### config.mk
export PLATFORM = sky130hd
export DESIGN_NAME = iterative_multiplier_flat
export DESIGN_NICKNAME = d
export VERILOG_FILES = /design/src/rtl/iterative_multiplier_if.sv /design/src/rtl/iterative_multiplier.sv /design/src/flat_wrapper.sv
export SDC_FILE = /design/constraint.sdc
export NUM_CORES = 1
export LEC_CHECK = 0
export CORE_ASPECT_RATIO = 0.5
export CORE_MARGIN = 8
export CORE_UTILIZATION = 33
export CTS_BUF_LIST = sky130_fd_sc_hd__clkbuf_16
export CTS_CLUSTER_DIAMETER = 60
export DETAILED_ROUTE_END_ITERATION = 8
export MAX_ROUTING_LAYER = met4
export PLACE_DENSITY = 0.47
export SETUP_SLACK_MARGIN = 0.4
export SYNTH_ARGS = -nofsm -noshare
export SYNTH_HDL_FRONTEND = slang
export SYNTH_SLANG_ARGS = --single-unit
export TNS_END_PERCENT = 1
### constraint.sdc
create_clock -name clk -period 19.5 [get_ports clk]
set_input_delay 1.95 -clock clk [delete_from_list [all_inputs] [get_ports clk]]
set_output_delay 1.95 -clock clk [all_outputs]
set_load 0.02 [all_outputs]
### src/rtl/iterative_multiplier_if.sv
// Handshake bundle for the iterative multiplier: the operand/mode request on the input side
// and the answer/result response on the output side.
interface iterative_multiplier_if #(
    parameter int WIDTH = 32
);
    logic               in_valid;
    logic               in_ready;
    logic [WIDTH-1:0]   operator_1;
    logic [WIDTH-1:0]   operator_2;
    logic [1:0]         mode;
    logic               out_valid;
    logic               out_ready;
    logic [2*WIDTH-1:0] answer;
    logic [WIDTH-1:0]   result;

    modport master (
        output in_valid, operator_1, operator_2, mode, out_ready,
        input  in_ready, out_valid, answer, result
    );

    modport slave (
        input  in_valid, operator_1, operator_2, mode, out_ready,
        output in_ready, out_valid, answer, result
    );
endinterface

### src/rtl/iterative_multiplier.sv
// Chunk-serial WIDTH x WIDTH multiplier with RISC-V MUL/MULH/MULHSU/MULHU signedness.
// Optional macro MUL_ZERO_SKIP_EN: a zero operand bypasses accumulation and answers in one edge.
module iterative_multiplier #(
    parameter int WIDTH = 32,
    parameter int CHUNK = 16
) (
    input  logic                 clk,
    input  logic                 rst_n,
    iterative_multiplier_if.slave bus
);
    localparam int N   = WIDTH / CHUNK;
    localparam int CW  = (N > 1) ? $clog2(N) : 1;
    localparam int SHW = $clog2(2 * WIDTH);

    typedef enum logic [1:0] {IDLE, CALC, FIX, DONE} state_t;

    state_t             state_q, state_d;
    logic [WIDTH-1:0]   a_q, a_d, b_q, b_d;
    logic               neg_q, neg_d;
    logic [1:0]         mode_q, mode_d;
    logic [2*WIDTH-1:0] acc_q, acc_d;
    logic [2*WIDTH-1:0] answer_q, answer_d;
    logic [WIDTH-1:0]   result_q, result_d;
    logic [CW-1:0]      i_q, i_d, j_q, j_d;
    logic               out_valid_q, out_valid_d;

    logic [CHUNK-1:0]   a_chunk [N];
    logic [CHUNK-1:0]   b_chunk [N];

    for (genvar gi = 0; gi < N; gi++) begin : g_chunks
        assign a_chunk[gi] = a_q[gi*CHUNK +: CHUNK];
        assign b_chunk[gi] = b_q[gi*CHUNK +: CHUNK];
    end

    // Operand sign handling: op1 signed for MULH/MULHSU, op2 signed for MULH only.
    logic               s1, s2;
    logic [WIDTH-1:0]   mag1, mag2;
    always_comb begin
        s1   = ((bus.mode == 2'b01) || (bus.mode == 2'b10)) && bus.operator_1[WIDTH-1];
        s2   = (bus.mode == 2'b01) && bus.operator_2[WIDTH-1];
        mag1 = s1 ? (~bus.operator_1 + WIDTH'(1)) : bus.operator_1;
        mag2 = s2 ? (~bus.operator_2 + WIDTH'(1)) : bus.operator_2;
    end

    logic [2*CHUNK-1:0] pp;
    logic [SHW-1:0]     shamt;
    logic [2*WIDTH-1:0] pp_shift;
    logic [2*WIDTH-1:0] fix_val;
    always_comb begin
        pp       = (2*CHUNK)'(a_chunk[i_q]) * (2*CHUNK)'(b_chunk[j_q]);
        shamt    = SHW'(CHUNK * (int'(i_q) + int'(j_q)));
        pp_shift = (2*WIDTH)'(pp) << shamt;
        fix_val  = neg_q ? (~acc_q + (2*WIDTH)'(1)) : acc_q;
    end

    always_comb begin
        state_d     = state_q;
        a_d         = a_q;
        b_d         = b_q;
        neg_d       = neg_q;
        mode_d      = mode_q;
        acc_d       = acc_q;
        i_d         = i_q;
        j_d         = j_q;
        answer_d    = answer_q;
        result_d    = result_q;
        out_valid_d = out_valid_q;

        unique case (state_q)
            IDLE: begin
                if (bus.in_valid) begin
                    a_d     = mag1;
                    b_d     = mag2;
                    neg_d   = s1 ^ s2;
                    mode_d  = bus.mode;
                    acc_d   = '0;
                    i_d     = '0;
                    j_d     = '0;
                    state_d = CALC;
`ifdef MUL_ZERO_SKIP_EN
                    if ((bus.operator_1 == '0) || (bus.operator_2 == '0)) begin
                        answer_d    = '0;
                        result_d    = '0;
                        out_valid_d = 1'b1;
                        state_d     = DONE;
                    end
`endif
                end
            end
            CALC: begin
                acc_d = acc_q + pp_shift;
                if (j_q == CW'(N - 1)) begin
                    j_d = '0;
                    if (i_q == CW'(N - 1)) begin
                        state_d = FIX;
                    end else begin
                        i_d = i_q + CW'(1);
                    end
                end else begin
                    j_d = j_q + CW'(1);
                end
            end
            FIX: begin
                answer_d    = fix_val;
                result_d    = (mode_q == 2'b00) ? fix_val[WIDTH-1:0] : fix_val[2*WIDTH-1:WIDTH];
                out_valid_d = 1'b1;
                state_d     = DONE;
            end
            DONE: begin
                if (bus.out_ready) begin
                    out_valid_d = 1'b0;
                    state_d     = IDLE;
                end
            end
            default: state_d = IDLE;
        endcase
    end

    always_ff @(posedge clk or negedge rst_n) begin
        if (!rst_n) begin
            state_q     <= IDLE;
            a_q         <= '0;
            b_q         <= '0;
            neg_q       <= 1'b0;
            mode_q      <= '0;
            acc_q       <= '0;
            i_q         <= '0;
            j_q         <= '0;
            answer_q    <= '0;
            result_q    <= '0;
            out_valid_q <= 1'b0;
        end else begin
            state_q     <= state_d;
            a_q         <= a_d;
            b_q         <= b_d;
            neg_q       <= neg_d;
            mode_q      <= mode_d;
            acc_q       <= acc_d;
            i_q         <= i_d;
            j_q         <= j_d;
            answer_q    <= answer_d;
            result_q    <= result_d;
            out_valid_q <= out_valid_d;
        end
    end

    assign bus.in_ready  = (state_q == IDLE);
    assign bus.out_valid = out_valid_q;
    assign bus.answer    = answer_q;
    assign bus.result    = result_q;
endmodule

### src/flat_wrapper.sv
// flat-port wrapper written by rule: the top's interface ports become plain ports
module iterative_multiplier_flat 
#(
    parameter int WIDTH = 32,
    parameter int CHUNK = 16
)
  (clk, rst_n, bus_in_valid, bus_operator_1, bus_operator_2, bus_mode, bus_out_ready, bus_in_ready, bus_out_valid, bus_answer, bus_result);
  iterative_multiplier_if #(.WIDTH(WIDTH)) bus_i ();
  input  logic clk;
  input  logic rst_n;
  input wire logic [$bits(bus_i.in_valid)-1:0] bus_in_valid;
  input wire logic [$bits(bus_i.operator_1)-1:0] bus_operator_1;
  input wire logic [$bits(bus_i.operator_2)-1:0] bus_operator_2;
  input wire logic [$bits(bus_i.mode)-1:0] bus_mode;
  input wire logic [$bits(bus_i.out_ready)-1:0] bus_out_ready;
  output wire logic [$bits(bus_i.in_ready)-1:0] bus_in_ready;
  output wire logic [$bits(bus_i.out_valid)-1:0] bus_out_valid;
  output wire logic [$bits(bus_i.answer)-1:0] bus_answer;
  output wire logic [$bits(bus_i.result)-1:0] bus_result;
  assign bus_i.in_valid = bus_in_valid;
  assign bus_i.operator_1 = bus_operator_1;
  assign bus_i.operator_2 = bus_operator_2;
  assign bus_i.mode = bus_mode;
  assign bus_i.out_ready = bus_out_ready;
  assign bus_in_ready = bus_i.in_ready;
  assign bus_out_valid = bus_i.out_valid;
  assign bus_answer = bus_i.answer;
  assign bus_result = bus_i.result;
  iterative_multiplier #(.WIDTH(WIDTH), .CHUNK(CHUNK)) u_core (.clk(clk), .rst_n(rst_n), .bus(bus_i));
endmodule
==> results of run 1 <==
[flip-flops by register name, summed over array words and instances, names as in the netlist, 2 cells and up]
name / flops
u_core.acc_q: 64
u_core.state_q: 2
u_core.mode_q: 2
u_core.a_q: 32
u_core.bus.answer: 64
u_core.bus.result: 32
u_core.b_q: 32
[worst max-delay path by stage]
stage	start	to	slack [ns]	cells past startpoint
2_1_floorplan	u_core.i_q	u_core.acc_q[63]	9.53	41
3_3_place_gp	u_core.i_q	u_core.acc_q[60]	8.59	33
3_5_place_dp	u_core.i_q	u_core.acc_q[60]	8.46	33
4_1_cts	u_core.i_q	u_core.acc_q[60]	8.46	33
5_1_grt	u_core.i_q	u_core.acc_q[60]	7.72	33
6_report	u_core.i_q	u_core.acc_q[60]	8.32	33
[placed cells by master (no fill, tap or decap), types with 12 or more instances in the layout]
| master | count |
|---|---|
| nor2b_1 | 23 |
| mux2i_1 | 46 |
| o41ai_1 | 16 |
| dfrtp_1 | 230 |
| clkbuf_16 | 27 |
| a22o_1 | 15 |
| inv_1 | 295 |
| and3_1 | 14 |
| and2_1 | 17 |
| clkdlybuf4s50_1 | 166 |
| o31ai_1 | 32 |
| xor2_1 | 111 |
| xnor2_1 | 95 |
| o21ai_1 | 15 |
| mux2_2 | 42 |
| nor3_1 | 27 |
| nor2_1 | 334 |
| ha_1 | 175 |
| a31oi_1 | 20 |
| o211ai_1 | 26 |
| nor4_1 | 18 |
| nand3_1 | 28 |
| fa_1 | 195 |
| a211oi_1 | 12 |
| or3_1 | 16 |
| o21bai_1 | 16 |
| o21a_1 | 13 |
| a21o_1 | 50 |
| nand4_1 | 17 |
| nand2_1 | 399 |
| o22ai_1 | 18 |
| buf_4 | 28 |
| a21oi_1 | 166 |
| o21ai_0 | 219 |
[cell type report]
| class | instances | area (um^2) |
|---|---|---|
| clock buffer | 27 | 676 |
| fill | 7535 | 45200 |
| multi-input combinational | 2275 | 17100 |
| timing repair buffer | 195 | 1890 |
| sequential | 232 | 5810 |
| inverter | 290 | 1090 |
| clock inverter | 22 | 180 |
| tap | 972 | 1220 |
[cells by family (layout without fill, tap and decap cells)]
| group | after synthesis | count (layout) | share of synthesized area |
|---|---|---|---|
| compound gates | 667 | 667 | 0.168 |
| buf+inv | 418 | 534 | 0.0644 |
| mux | 88 | 88 | 0.0383 |
| xor+xnor | 206 | 206 | 0.0740 |
| simple gates | 943 | 943 | 0.167 |
| fa+ha+maj | 371 | 371 | 0.250 |
| flops | 232 | 232 | 0.238 |
[worst max-delay path, delay by kind of cell, from the launching register on]
| family | cells | cell delay, ns |
|---|---|---|
| mux | 2 | 1.33 |
| simple gates | 5 | 0.82 |
| compound gates | 13 | 3.56 |
| xor+xnor | 2 | 0.36 |
| flops | 1 | 0.47 |
| fa+ha+maj | 8 | 4.04 |
| buf+inv | 3 | 0.53 |
[metrics by stage]
step | std cells | setup slack (ns)
finish | 4013 | 8.32
detailed placement | 3964 | 8.46
global placement | 3964 | 8.59
floorplan | 2925 | 9.53
global route | 4013 | 7.72
CTS | 4013 | 8.46
[routing by layer]
| layer | global-route usage | share of wire | vias up |
|---|---|---|---|
| li1 | - | - | 10027 |
| met1 | 0.283 | 0.51 | 10181 |
| met2 | 0.306 | 0.44 | 398 |
| met3 | 0.0220 | 0.034 | 72 |
| met4 | 0.0299 | 0.015 | 0 |
| met5 | - | 0 | - |
==> out/metrics.cfg, run 1 <==
[logic_synthesis]
synth_warnings=0
synth_edf_count=0
syn_nets=3366
ys_seq_area_frac=0.238
yosysUniqueCellTypes=74
synth_area_leader_cell=dfrtp_1
synth_most_common_cell=nand2_1
syn_area_mm2=0.0244
synthTopCellsByArea=dfrtp_1 24%, fa_1 16%, ha_1 9.0%
synth_top_area_frac=0.238
syn-mean-instance-area_um2=8.34
synthArstFlopShare=1.00
synth-seq-cells=232
synthTopCellsByCount=400 x nand2_1, 335 x nor2_1, 289 x inv_1, 232 x dfrtp_1, 219 x o21ai_0
synth_ff_type=dfrtp_1
syn_inst=2925

[die]
start_util=0.334
die_h_um=208
num_rows=70
die_width_um=401
dieArea_mm2=0.0834
io_pins=168
core_mm2=0.0731

[timing]
setup_violations=0
worstMarginPinSlew_ns=1.22
hold_slack_ns=0.480
tns_ns=0
maxSlewViolCount=0
period_share=0.573
fmax_mhz=89.4
rsz0062_at_grt=false
layout_min_cycle_time_ns=11.18
hold_violations=0
finClkSkew_ns=0.0368
slew_headroom=0.166

[placed_design]
hpwl_mm=66.2
place_area_mm2=0.0271
io_buffers=167
gp_congestion=0.912

[drt]
ant_nets=0
drt_wl_total_mm=81.6
vias=20678
drt_iter0_markers=1388
drc=0
routed_via_density=5.15
wl_per_cell_um=20.3
dr.pass1.iters=6

[clock_network]
postCtsSetupBuffers=0
cts_tree=yes
clock-sinks=232
postCtsHoldBufs=0
path_clk_slew_ns=0.06
cts_resized=0
cts-root-buf=clkbuf_16
worstSkewPairLatency_ns=0.59
htree_levels=1
cts_buffers=27
cts_buffer_depth=3

[finish]
nets=3462
synthToLayoutAreaGrowth_pct=14.5
fin_util=0.382
stdcell_area_mm2=0.0279
diodes=0
drive_above_1_share=0.0474

[worst_setup_path]
start_kind=flip-flop
worst_r2r_path_depth=33
cp.required_ns=20.00
r2r-start=u_core.i_q
slowest_delay_ns=1.02
path_max_fanout=30
rr_endpoint=u_core.acc_q[60]
crit_type=flip-flop to flip-flop
crit_top_cell=fa_1
crit_slowest_cell=mux2i_1
worstSetupEndpointType=flip-flop
arrival_ns=11.68
regToRegSetupSlack_ns=8.32

[global_route]
grt_start_max_net_pins=110
grt_pass1_wl_mm=128
grt_pass1_vias=20861
antenna_found_initial=0
grt.total_usage=0.197
grt_overflow_total=0

[min_path]
min_path_cells=2
whs_endpoint=u_core.b_q[9]
hold_start=u_core.b_q[9]
hold_class=flip-flop to flip-flop

[flow_run]
drv_cap=0

[outcome]
outcome=completed

Power of run 1 is not shown: default switching activity piles up to over one toggle a cycle in this logic, so the estimate is an artifact.
==> inputs of run 2 (changes only) <==
Settings changed: PLACE_DENSITY 0.47 to 0.49.
Clock period 19.5 ns to 9.5 ns, I/O delays scaled along.
==> out/metrics.cfg, run 2 (synthesized netlist as in run 1, its figures left out) <==
[worst_setup_path]
r2r-start=u_core.i_q
start_kind=flip-flop
path_max_fanout=6  ; -80%
regToRegSetupSlack_ns=0.45  ; -7.87 ns
crit_top_cell=fa_1
crit_type=flip-flop to flip-flop
worst_r2r_path_depth=41  ; +24%
cp.required_ns=10.02  ; -9.98 ns
slowest_delay_ns=0.56  ; -0.46 ns
crit_slowest_cell=fa_1
arrival_ns=9.57  ; -2.11 ns
rr_endpoint=u_core.acc_q[60]
worstSetupEndpointType=flip-flop

[global_route]
grt_pass1_wl_mm=131  ; +2.2%
grt.total_usage=0.202  ; +0.00525
antenna_found_initial=1  ; +1
grt_overflow_total=0  ; unchanged
grt_start_max_net_pins=149  ; +35%
grt_pass1_vias=21771  ; +4.4%

[clock_network]
cts_tree=yes
worstSkewPairLatency_ns=0.59  ; about the same
postCtsHoldBufs=0  ; unchanged
path_clk_slew_ns=0.06  ; about the same
cts_buffer_depth=3  ; unchanged
clock-sinks=232  ; unchanged
cts_buffers=26  ; -3.7%
htree_levels=1  ; unchanged
cts-root-buf=clkbuf_16

[timing]
finClkSkew_ns=0.0337  ; -0.00303 ns
fmax_mhz=110  ; +24%
maxSlewViolCount=0  ; unchanged
layout_min_cycle_time_ns=9.05  ; -2.13 ns
rsz0062_at_grt=true
setup_violations=0  ; unchanged
period_share=0.953  ; +0.379
slew_headroom=0.316  ; +0.150
hold_violations=0  ; unchanged
hold_slack_ns=0.368  ; -0.113 ns
worstMarginPinSlew_ns=1.02  ; -0.193 ns

[drt]
drc=0  ; unchanged
drt_iter0_markers=1382  ; -0.43%
vias=21674  ; +4.8%
routed_via_density=5.12  ; -0.65%
drt_wl_total_mm=84.5  ; +3.6%
wl_per_cell_um=20.0  ; -1.9%
dr.pass1.iters=5  ; -1
ant_nets=0  ; unchanged

[placed_design]
io_buffers=167  ; unchanged
hpwl_mm=68.1  ; +3.0%
gp_congestion=0.933  ; +2.3%

[outcome]
outcome=completed

[finish]
mostFrequentLayoutCells=397 x nand2_1, 320 x nor2_1, 274 x inv_1
final_common_cell=nand2_1
drive_above_1_share=0.162  ; +0.115
nets=3684  ; +6.4%
diodes=0  ; unchanged
synthToLayoutAreaGrowth_pct=26.6
fill_cells=7344  ; -2.5%

[die]
io_pins=168  ; unchanged
start_util=0.334  ; unchanged
core_mm2=0.0731  ; unchanged
die_h_um=208  ; unchanged
dieArea_mm2=0.0834  ; unchanged
die_width_um=401  ; unchanged
num_rows=70  ; unchanged

[min_path]
hold_class=primary input to async pin

[flow_run]
drv_cap=0  ; unchanged

-- run 2: worst max-delay path: cells and delay by family (launching register included) --
kind | cells | cell delay [ns]
adders and majority gates | 8 | 3.22
DFF | 1 | 0.46
AOI/OAI and AO/OA | 16 | 3.08
and+or+nand+nor | 3 | 0.39
buffers and inverters | 11 | 1.16
xor gates and xnor gates | 2 | 0.48
muxes | 1 | 0.15
-- run 2: final cells by class --
class	instances	area, um^2	share of cell area
tap	972	1220	0.0394
clock inverter	21	153	0.00494
timing repair buffer	418	3840	0.124
sequential	232	5810	0.188
clock buffer	26	651	0.0211
multi-input combinational	2275	18100	0.587
inverter	290	1090	0.0352
-- run 2: how the worst max path moves through the flow --
stage	from	end	cells after the start
floorplan	u_core.i_q	u_core.acc_q[62]	39
global placement	u_core.i_q	u_core.acc_q[57]	36
detailed placement	u_core.i_q	u_core.acc_q[57]	36
CTS	u_core.i_q	u_core.acc_q[56]	40
global route	u_core.i_q	u_core.acc_q[60]	38
finish	u_core.i_q	u_core.acc_q[60]	41
-- run 2: what timing repair did --
action                     CTS  global route
hold endpoints to repair     0             0
pin swaps                   24           137
resized for setup           84           151
setup buffers               30            38
setup endpoints to repair   27            36
gates cloned                 2             1
-- run 2: layer usage --
metal  up-vias  part of all wire  track usage
li1      10471                 -            -
met5         -                 0            -
met4         0             0.023       0.0433
met3        94             0.046       0.0288
met1     10609              0.49        0.284
met2       500              0.44        0.311
-- run 2: per-stage QoR --
step                std cells  setup WS (ns)  utilization  instance area [um^2]  setup TNS (ns)
floorplan                2925          0.387            -                 24600               0
global placement         4116         -0.121        0.388                 28400          -0.261
detailed placement       4116         -0.174        0.388                 28400          -0.344
CTS                      4195          0.350        0.409                 29900               0
global route             4234          0.103        0.422                 30900               0
finish                   4234          0.450        0.422                 30900               0
Power of run 2 is left out for the same reason.
==> inputs of run 3 (changes only) <==
Settings changed: SETUP_SLACK_MARGIN 0.4 to unset.
==> out/metrics.cfg, run 3 (synthesized netlist as in run 1, its figures left out) <==
[global_route]
grt_pass1_vias=21587  ; -0.85%
grt_start_max_net_pins=162  ; +8.7%
antenna_found_initial=1  ; unchanged
grt.total_usage=0.202  ; -0.000644
grt_overflow_total=0  ; unchanged
grt_pass1_wl_mm=131  ; about the same

[die]
dieArea_mm2=0.0834  ; unchanged
start_util=0.334  ; unchanged
die_width_um=401  ; unchanged
core_mm2=0.0731  ; unchanged
die_h_um=208  ; unchanged
num_rows=70  ; unchanged
io_pins=168  ; unchanged

[clock_network]
cts-root-buf=clkbuf_16
cts_buffers=27  ; +3.8%
path_clk_slew_ns=0.06  ; about the same
htree_levels=1  ; unchanged
cts_buffer_depth=3  ; unchanged
clock-sinks=232  ; unchanged
cts_tree=yes
worstSkewPairLatency_ns=0.60  ; about the same
postCtsHoldBufs=0  ; unchanged

[finish]
fill_cells=7401  ; +0.78%
mostFrequentLayoutCells=397 x nand2_1, 333 x nor2_1, 292 x inv_1
final_common_cell=nand2_1
drive_above_1_share=0.121  ; -0.0409
stdcell_area_mm2=0.0298  ; -3.4%
instances_no_fill=4181  ; -1.3%
nets=3629  ; -1.5%
synthToLayoutAreaGrowth_pct=22.3
diodes=0  ; unchanged

[timing]
fmax_mhz=109  ; -1.5%
fin_ws_ns=0.309  ; -0.141 ns
slew_headroom=0.258  ; -0.0579
tns_ns=0  ; unchanged
maxSlewViolCount=0  ; unchanged
period_share=0.967  ; +0.0149
setup_violations=0  ; unchanged
layout_min_cycle_time_ns=9.19  ; +0.141 ns
rsz0062_at_grt=true
finClkSkew_ns=0.0387  ; +0.00491 ns
worstMarginPinSlew_ns=1.11  ; +0.0866 ns
hold_violations=0  ; unchanged

[worst_setup_path]
rr_endpoint=u_core.acc_q[60]
regToRegSetupSlack_ns=0.31  ; -0.14 ns
start_kind=flip-flop
slowest_delay_ns=0.53  ; -0.03 ns
crit_slowest_cell=fa_1
arrival_ns=9.71  ; +0.14 ns
crit_type=flip-flop to flip-flop
cp.required_ns=10.02  ; about the same
path_max_fanout=8  ; +2
worstSetupEndpointType=flip-flop
worst_r2r_path_depth=39  ; -4.9%
r2r-start=u_core.i_q

[drt]
routed_via_density=5.08  ; -0.73%
drt_iter0_markers=1400  ; +1.3%
drc=0  ; unchanged
wl_per_cell_um=20.3  ; +1.9%
drt_wl_total_mm=85.0  ; +0.58%
dr.pass1.iters=5  ; unchanged
vias=21246  ; -2.0%
ant_nets=0  ; unchanged

[placed_design]
post-place-ws_ns=-0.0987  ; +0.0755 ns
io_buffers=167  ; unchanged
gp_congestion=0.960  ; +2.9%
hpwl_mm=69.3  ; +1.6%
placed_cells_incl_taps=4100  ; -0.39%
place_area_mm2=0.0281  ; -0.87%

[min_path]
hold_class=primary input to async pin

[flow_run]
drv_cap=0  ; unchanged

[outcome]
outcome=completed

==> run 3: final cells by class <==
class / count / area (um^2) / area share
clock buffers: 27 / 676 / 0.0227
clock inverters: 23 / 175 / 0.00587
inverters: 290 / 1090 / 0.0365
multi-input cells: 2276 / 17600 / 0.589
flip-flops and latches: 232 / 5810 / 0.195
well taps: 972 / 1220 / 0.0408
repair buffers: 361 / 3290 / 0.110
==> run 3: timing repair <==
action                     in CTS  in global routing
cloned                          0                  6
pin swaps                       0                 42
setup buffers                   0                 25
resized for setup               2                112
setup endpoints to repair       2                 27
==> run 3: critical path: cells and delay by family (launching register included) <==
kind / cells / cell delay (ns)
compound gates: 15 / 3.17
xor+xnor: 2 / 0.44
fa+ha+maj: 8 / 3.28
buf+inv: 10 / 1.20
flops: 1 / 0.50
mux: 1 / 0.19
simple gates: 3 / 0.32
==> run 3: metal layers <==
metal  vias up  routed length (um)  global-route usage
met2       440               37600               0.313
met5         -                   0                   -
met1     10347               42300               0.286
met3        94                3270              0.0222
met4         0                1780              0.0386
li1      10365                   -                   -
==> run 3: metrics by stage <==
stage	hold WS (ns)	utilization
floorplan	0.444	-
global placement	0.466	0.385
detailed placement	0.473	0.385
CTS	0.336	0.397
global route	0.367	0.408
finish	0.350	0.408
==> run 3: how the worst max path moves through the flow <==
stage | cells after the start | slack, ns | start | end
after floorplan | 41 | 0.01 | u_core.j_q | u_core.acc_q[63]
after global placement | 38 | -0.05 | u_core.i_q | u_core.acc_q[63]
after detailed placement | 37 | -0.1 | u_core.i_q | u_core.acc_q[62]
after CTS | 37 | 0.05 | u_core.i_q | u_core.acc_q[62]
after global routing | 37 | -0.07 | u_core.i_q | u_core.acc_q[34]
final | 39 | 0.31 | u_core.i_q | u_core.acc_q[60]
Power of run 3 is left out for the same reason.
